[config.mk]
export PLATFORM = sky130hd
export DESIGN_NAME = csla_seq_ctrl
export DESIGN_NICKNAME = d
export VERILOG_FILES = /design/src/rtl/csla_seq_ctrl_pkg.sv /design/src/rtl/csla_seq_ctrl_csla.sv /design/src/rtl/csla_seq_ctrl.sv
export SDC_FILE = /design/constraint.sdc
export NUM_CORES = 1
export LEC_CHECK = 0
export ABC_AREA = 1
export ABC_CLOCK_PERIOD_IN_PS = 6000
export BUFFER_PORTS_ARGS = -buffer_cell sky130_fd_sc_hd__buf_2
export CAP_MARGIN = 20
export CELL_PAD_IN_SITES_DETAIL_PLACEMENT = 1
export CELL_PAD_IN_SITES_GLOBAL_PLACEMENT = 1
export CORE_MARGIN = 10
export CORE_UTILIZATION = 30
export CTS_CLUSTER_DIAMETER = 40
export DETAILED_ROUTE_END_ITERATION = 10
export PLACE_DENSITY_LB_ADDON = 0.1
export SYNTH_ARGS = -nofsm -noshare
export SYNTH_HDL_FRONTEND = slang
export SYNTH_SLANG_ARGS = --single-unit
export TNS_END_PERCENT = 50
[constraint.sdc]
create_clock -name clk -period 6 [get_ports clk]
set_input_delay 1.2 -clock clk [delete_from_list [all_inputs] [get_ports clk]]
set_output_delay 1.2 -clock clk [all_outputs]
set_load 0.05 [all_outputs]
[src/rtl/csla_seq_ctrl_pkg.sv]
// Shared definitions for the sequential carry-select add/subtract controller:
// slice width, controller states and the slice-count helper.
package csla_seq_ctrl_pkg;

    localparam int SLICE_W = 4;

    typedef enum logic [1:0] {
        ST_IDLE = 2'b00,
        ST_RUN  = 2'b01,
        ST_DONE = 2'b10
    } state_t;

    function automatic int slice_count(input int width);
        return width / SLICE_W;
    endfunction

endpackage

[src/rtl/csla_seq_ctrl_csla.sv]
// 4-bit carry-select adder: 2-bit ripple low half, upper half precomputed
// for both carry values and selected by the low-half carry.
module csla
    import csla_seq_ctrl_pkg::*;
(
    input  logic [3:0] a,
    input  logic [3:0] b,
    input  logic       cin,
    output logic [3:0] s,
    output logic       cout
);

    logic [2:0] w_lo;
    logic [2:0] w_hi0;
    logic [2:0] w_hi1;

    assign w_lo  = {1'b0, a[1:0]} + {1'b0, b[1:0]} + {2'b00, cin};
    assign w_hi0 = {1'b0, a[3:2]} + {1'b0, b[3:2]};
    assign w_hi1 = {1'b0, a[3:2]} + {1'b0, b[3:2]} + 3'd1;

    always_comb begin
        s    = 4'd0;
        cout = 1'b0;
        if (w_lo[2]) begin
            s    = {w_hi1[1:0], w_lo[1:0]};
            cout = w_hi1[2];
        end else begin
            s    = {w_hi0[1:0], w_lo[1:0]};
            cout = w_hi0[2];
        end
    end

endmodule

[src/rtl/csla_seq_ctrl.sv]
// WIDTH-bit add/subtract built by stepping one shared 4-bit carry-select
// slice over the operands, LSB slice first, with the slice carry registered.
module csla_seq_ctrl
    import csla_seq_ctrl_pkg::*;
#(
    parameter int WIDTH = 16
) (
    input  logic             clk,
    input  logic             rst,
    input  logic             in_valid,
    output logic             in_ready,
    input  logic [WIDTH-1:0] a,
    input  logic [WIDTH-1:0] b,
    input  logic             cin,
    input  logic             sub,
    output logic             out_valid,
    input  logic             out_ready,
    output logic [WIDTH-1:0] sum,
    output logic             cout,
    output logic             ovf,
    output logic             busy
);

    // WIDTH is expected to be a non-zero multiple of SLICE_W.
    localparam int NSLICE = slice_count(WIDTH);
    localparam int IDXW   = (NSLICE > 1) ? $clog2(NSLICE) : 1;

    // Handshakes: a transfer happens on a rising edge where valid && ready;
    // valid never depends combinationally on ready on either side.
    state_t            r_state;
    state_t            w_state_nxt;
    logic [WIDTH-1:0]  r_op_a;
    logic [WIDTH-1:0]  r_op_b;
    logic [WIDTH-1:0]  r_sum;
    logic              r_carry;
    logic              r_cout;
    logic              r_ovf;
    logic [IDXW-1:0]   r_idx;

    logic [SLICE_W-1:0] w_slice_a;
    logic [SLICE_W-1:0] w_slice_b;
    logic [SLICE_W-1:0] w_slice_s;
    logic               w_slice_cout;
    logic               w_last;
    logic               w_accept;
    logic               w_release;

    assign w_last    = (r_idx == IDXW'(NSLICE - 1));
    assign w_accept  = (r_state == ST_IDLE) && in_valid;
    assign w_release = (r_state == ST_DONE) && out_ready;

    always_comb begin
        w_slice_a = '0;
        w_slice_b = '0;
        for (int k = 0; k < NSLICE; k++) begin
            if (r_idx == IDXW'(k)) begin
                w_slice_a = r_op_a[k*SLICE_W +: SLICE_W];
                w_slice_b = r_op_b[k*SLICE_W +: SLICE_W];
            end
        end
    end

    csla u_csla (
        .a    (w_slice_a),
        .b    (w_slice_b),
        .cin  (r_carry),
        .s    (w_slice_s),
        .cout (w_slice_cout)
    );

    always_ff @(posedge clk) begin
        if (rst) begin
            r_state <= ST_IDLE;
        end else begin
            r_state <= w_state_nxt;
        end
    end

    always_comb begin
        w_state_nxt = r_state;
        case (r_state)
            ST_IDLE: if (w_accept)  w_state_nxt = ST_RUN;
            ST_RUN:  if (w_last)    w_state_nxt = ST_DONE;
            ST_DONE: if (w_release) w_state_nxt = ST_IDLE;
            default:                w_state_nxt = ST_IDLE;
        endcase
    end

    // Subtraction runs as a + ~b + !cin, so the final carry reads as "no borrow".
    always_ff @(posedge clk) begin
        if (rst) begin
            r_op_a  <= '0;
            r_op_b  <= '0;
            r_sum   <= '0;
            r_carry <= 1'b0;
            r_cout  <= 1'b0;
            r_ovf   <= 1'b0;
            r_idx   <= '0;
        end else begin
            case (r_state)
                ST_IDLE: begin
                    if (w_accept) begin
                        r_op_a  <= a;
                        r_op_b  <= sub ? ~b : b;
                        r_carry <= sub ? ~cin : cin;
                        r_sum   <= '0;
                        r_idx   <= '0;
                    end
                end
                ST_RUN: begin
                    for (int k = 0; k < NSLICE; k++) begin
                        if (r_idx == IDXW'(k)) begin
                            r_sum[k*SLICE_W +: SLICE_W] <= w_slice_s;
                        end
                    end
                    r_carry <= w_slice_cout;
                    r_idx   <= r_idx + 1'b1;
                    if (w_last) begin
                        r_cout <= w_slice_cout;
                        r_ovf  <= (r_op_a[WIDTH-1] == r_op_b[WIDTH-1]) &&
                                  (w_slice_s[SLICE_W-1] != r_op_a[WIDTH-1]);
                    end
                end
                default: begin
                end
            endcase
        end
    end

    assign in_ready  = (r_state == ST_IDLE);
    assign out_valid = (r_state == ST_DONE);
    assign busy      = (r_state != ST_IDLE);
    assign sum       = r_sum;
    assign cout      = r_cout;
    assign ovf       = r_ovf;

endmodule
; Yosys cells after proc, flatten, opt, wreduce, memory -nomap -nowiden
; Index checks and enable logic that the tools add are counted.
[totals]
ff_bits = 55
latchBits = 0
ram_bits = 0
rom_bits = 0
input_bits = 38
output_inout_bits = 21
mem_count = 0
[op_classes]
n_addsub = 5
mul = 0
n_div = 0
order_cmp = 0
eq_ne = 13
shift = 0
n_mux = 26
bitwise_logic = 2
reduce_logical = 15
[op_table]
columns = cell, n
row1 = 4-bit two-way mux, 13
row2 = 16-bit two-way mux, 2
row3 = 16-bit one-hot mux with 2 select lines, 1
row4 = 16-bit inverter, 1
row5 = 3-bit AND reduction, 5
row6 = 2-bit two-way mux, 4
row7 = "2-bit != test, second input constant", 4
row8 = 2-bit by 2-bit adder with 3-bit output, 2
row9 = "2-bit == test, second input constant", 3
row10 = 2-bit one-hot mux with 3 select lines, 1
row11 = 2-bit AND reduction, 3
row12 = "2-bit by 1-bit == test with 1-bit output, second input constant", 2
row13 = 2-bit logical NOT, 2
row14 = "2-bit by 1-bit != test with 1-bit output, second input constant", 2
row15 = 2-bit one-hot mux with 2 select lines, 1
row16 = 2-bit nonzero test, 2
row17 = 3-bit by 1-bit adder with 3-bit output, 1
row18 = "3-bit by 1-bit adder with 3-bit output, second input constant", 1
row19 = 1-bit logical AND, 3
row20 = 1-bit two-way mux, 3
row21 = "2-bit by 1-bit adder with 2-bit output, second input constant", 1
row22 = 1-bit one-hot mux with 2 select lines, 1
row23 = 1-bit == test, 1
row24 = 1-bit != test, 1
row25 = 1-bit inverter, 1

; Depth between registers and ports, before layout
[logic_depth]
word_depth = 10
depth_mapped = 18
depth_no_buf = 17

; Cells and area by module
; From an unflattened synthesis, not the netlist that was laid out.
[unflattened]
hier_cells = 379
area_unflattened_um2 = 2743.9
[modules_own_cells]
columns = mod, instances, cells_each, area_each_um2
row1 = csla_seq_ctrl, 1, 359, 2595.0
row2 = csla, 1, 20, 148.9

; Least setup slack after synthesis
; Ideal clock, no wire load.
[synth_path]
kind = flip-flop to flip-flop
startpoint = reg r_idx[1]
endpoint = reg r_ovf (netlist: ovf)
arrival_ps = 2762
required_time_ps = 5891
setup_slack_ps = 3129
stages_incl_launch_ff = 19
synth_period_minus_slack_ps = 2871
cell_sequence = dfxtp_1 > inv_1 > ha_1 > inv_1 > buf_2 > nand3_1 > a21oi_1 > nor2_1 > nor2_1 > ha_1 > inv_1 > fa_1 > inv_1 > ha_1 > or2_2 > nand3_1 > nand3_1 > nand2_1 > inv_1
[synth_via]
elab_chain_cells = 10
word_cells_on_any_way = 20
[synth_lines]
columns = item, line_no
row1 = start: declaration, csla_seq_ctrl.sv:38  ; logic [IDXW-1:0] r_idx;
row2 = start signal: assignment, csla_seq_ctrl.sv:117  ; r_idx <= r_idx + 1'b1;
row3 = 2-bit logical NOT, csla_seq_ctrl.sv:56  ; if (r_idx == IDXW'(k)) begin
row4 = 4-bit two-way mux (4 in a row), csla_seq_ctrl.sv:56
row5 = 2-bit by 2-bit adder with 3-bit output (on tied branches), "csla_seq_ctrl_csla.sv:18, csla_seq_ctrl_csla.sv:19, csla_seq_ctrl_csla.sv:17"
row6 = 3-bit by 1-bit adder with 3-bit output (on tied branches), "csla_seq_ctrl_csla.sv:19, csla_seq_ctrl_csla.sv:17"
row7 = 4-bit two-way mux, csla_seq_ctrl_csla.sv:24  ; if (w_lo[2]) begin
row8 = 1-bit != test, csla_seq_ctrl.sv:121  ; (w_slice_s[SLICE_W-1] != r_op_a[WIDTH-1]);
row9 = 1-bit logical AND, csla_seq_ctrl.sv:120  ; r_ovf <= (r_op_a[WIDTH-1] == r_op_b[WIDTH-1]) &&
row10 = end signal: assignment, csla_seq_ctrl.sv:120
row11 = end: declaration, csla_seq_ctrl.sv:37  ; logic r_ovf;
; Parallel ways exist; a longest one is shown, timed or not.
; A chain may end at the register's enable or synchronous reset.

; Worst setup path in the final report
[layout_path]
startpoint = reg r_idx[1]
endpoint = reg r_sum[11] (netlist: sum[11])
[layout_via]
elab_chain_cells = 10
word_cells_on_any_way = 21
[layout_lines]
columns = item, line_no
row1 = 2-bit logical NOT, csla_seq_ctrl.sv:56
row2 = 4-bit two-way mux (4 in a row), csla_seq_ctrl.sv:56
row3 = 2-bit by 2-bit adder with 3-bit output (on tied branches), "csla_seq_ctrl_csla.sv:18, csla_seq_ctrl_csla.sv:19, csla_seq_ctrl_csla.sv:17"
row4 = 3-bit by 1-bit adder with 3-bit output (on tied branches), "csla_seq_ctrl_csla.sv:19, csla_seq_ctrl_csla.sv:17"
row5 = 4-bit two-way mux, csla_seq_ctrl_csla.sv:24
row6 = 4-bit two-way mux, csla_seq_ctrl.sv:112  ; if (r_idx == IDXW'(k)) begin
row7 = 16-bit one-hot mux with 2 select lines, csla_seq_ctrl.sv:100  ; case (r_state)
row8 = end signal: indexed assignment, csla_seq_ctrl.sv:113  ; r_sum[k*SLICE_W +: SLICE_W] <= w_slice_s;
row9 = end: declaration, csla_seq_ctrl.sv:34  ; logic [WIDTH-1:0] r_sum;
; Parallel ways exist; a longest one is shown, timed or not. The select of a mux whose other input is x is not followed.

==> qor.txt <==
Pwr Density -> 274.1 nW/um2
Post-Synthesis Cell Area -> 2751 um2
Register-to-Register Path Depth -> 16
final worst path period need -> 3.250 ns
RSZ-0062 raised after global routing -> false
top layer in use -> met4
worst min-delay path class -> reg2reg
Antenna Violating Nets Remaining -> 0
synthesized instance count -> 383
grt total ovfl -> 0
vias per std cell -> 4.664
synth cell count leaders -> nand2_1, nor2_1, dfxtp_1
clk buf depth -> 2
syn avg cell area -> 7.184 um2
CP max stage delay -> 0.49 ns
most frequent cell after synthesis -> nand2_1
DR DRC count -> 0
Distinct cells, synth -> 25
worst vdd ir -> 0.09465 mV
Ant. Diodes -> 0
chip height -> 115.8 um
register area share after synthesis -> 0.4002
Final nets -> 476
gpl congestion -> 0.8036
reg2reg setup slack -> 2.75 ns
layout cell share with drive strength beyond 1 -> 0.1837
root buffer cell -> clkbuf_8
Worst Path Required -> 6.24 ns
slowest CP cell -> fa_1
M1 WL -> 3951 um
initial core utilization -> 0.3124
wire length on met3 -> 331 um
CP Max Fanout -> 13
Hold Path Stages -> 2
Final Cycle Share -> 0.5417
clk sink count -> 55
pin count of the biggest net entering global routing -> 43
critical path arrival -> 3.49 ns
#FFs+latches synth -> 55
DR vias -> 2,509
die area -> 13,400 um2
Clock Latency Late Sink -> 0.31 ns
Post-synth ARST share -> 0
Lkg Pwr -> 1.473 nW
vias in the first global route -> 2,681
number of synthesized flops with an enable pin -> 0
measured slew at the worst slew-check pin -> 0.7447 ns
outcome -> complete, no violations
CTS buffer count -> 5
Core Area -> 8806 um2
I/O Pins -> 59
synth top area cells -> dfxtp_1, nand2_1, nor2_1
crit path capture type -> register
routed len/inst -> 14.93 um
Synth area leader -> dfxtp_1
CTS tree -> done
maximum clock frequency -> 307.7 MHz
cts repair resizes -> 0
FP Rows -> 34
clk slew on worst S/H paths -> 0.10 ns
routed wl met2 -> 3666 um
endpoints failing hold -> 0
drt first pass iters -> 4
first-pass GRT wire length -> 13,390 um
Final Slew Violations -> 0
setup TNS -> 0 ns
hold_ws -> 0.4623 ns
Post-synth top flop -> dfxtp_1
worst-path cell chain -> inv_1 > ha_1 > inv_1 > nand3_1 > a21oi_1 > nor2_1 > nor2_1 > ha_1 > inv_1 > fa_1 > inv_1 > ha_1 > o21ai_0 > nor2_1 > nand2_1 > a21oi_1
# setup viols final -> 0
All-Layer GR Usage -> 0.1229
H-tree levels -> 2
Syn. warnings -> 0
cell mode on critical path -> inv_1
I/O Buffers -> 58
initial antenna violation count -> 0
Synth top area share -> 0.4002
startpoint types -> register
Clock Skew -> 0.007213 ns
kind of critical path -> reg2reg
drt total wl -> 8033 um
Worst slew margin -> 0.5030
Hold-fix buffers, CTS -> 0
Die X-Extent -> 115.8 um
DP Wirelength -> 6152 um
Layout area overhead -> 15.10%
Max-Cap Viols -> 0
Mapped Nets -> 430
Setup Buffers After CTS -> 0
initial DRC count -> 135
[through the flow]
stage                     setup WS (ns)  total power, mW  std cells  instance area (um2)  utilization
final                             2.750           0.8682        538                 3167       0.3596
after floorplan                   3.129           0.5735        383                 2751            -
after global routing              2.372           0.9261        538                 3167       0.3596
after global placement            2.938           0.6250        530                 3054       0.3468
after CTS                         2.735           0.8828        538                 3167       0.3596
after detailed placement          2.768           0.6297        530                 3054       0.3468
[logic make-up after synthesis]
kind of cell / after synthesis / share of synthesized area
buf+inv: 45 / 0.08003
simple gates: 182 / 0.2719
flops: 55 / 0.4002
fa+ha+maj: 9 / 0.04911
compound gates: 76 / 0.1478
xor+xnor: 16 / 0.05093
[flip-flops by register name, indices dropped and copies added, names as in the netlist]
name,cells
r_op_a,16
r_op_b,16
sum,16
r_idx,2
r_state,2
cout,1
ovf,1
r_carry,1
[cell type report]
class	count	area, um2
Clock buffer	5	68.82
Clock inverter	3	43.79
Fill cell	1144	5639
Inverter	26	97.59
Multi-Input combinational cell	283	1430
Sequential cell	55	1101
Tap cell	108	135.1
Timing Repair Buffer	58	290.3
[cell usage in the layout (no fill, tap or decap)]
cell type / n
o21ai_0: 28
nor2_4: 2
dfxtp_1: 55
nor2_1: 63
o211ai_1: 1
clkinv_2: 1
nand2_4: 2
inv_1: 25
nand3_1: 18
a21oi_1: 39
clkbuf_8: 5
bufinv_16: 1
inv_2: 1
nand2_2: 3
ha_1: 6
clkinv_4: 1
nor2_2: 1
buf_2: 58
o21ai_2: 3
o21a_1: 1
nand2_1: 92
fa_1: 3
xor2_1: 16
a22oi_1: 4
or2_2: 1
[worst max-delay path: cells and delay by family (launching register included)]
family	cells	cell delay (ns)
AOI/OAI and AO/OA	3	0.42
adders and majority gates	4	1.20
buffers and inverters	4	0.54
DFF	1	0.39
and+or+nand+nor	5	0.62
[final timing paths]
| path | start | end |
|---|---|---|
| max | r_idx[1] | sum[11] |
| min | sum[5] | sum[5] |
| max reg2reg | r_idx[1] | sum[11] |
| min reg2reg | sum[5] | sum[5] |
[per-layer routing]
metal | vias up | track usage
met5 | - | 0
met1 | 1157 | 0.1552
li1 | 1303 | -
met4 | 0 | 0.03253
met3 | 7 | 0.02946
met2 | 42 | 0.2048
[power by group]
group          switching, mW  internal (mW)
registers             0.0194          0.393
logic                  0.139         0.0653
clock network          0.127          0.125
total                  0.285          0.583
No activity file was read; power rests on OpenSTA's default activity.
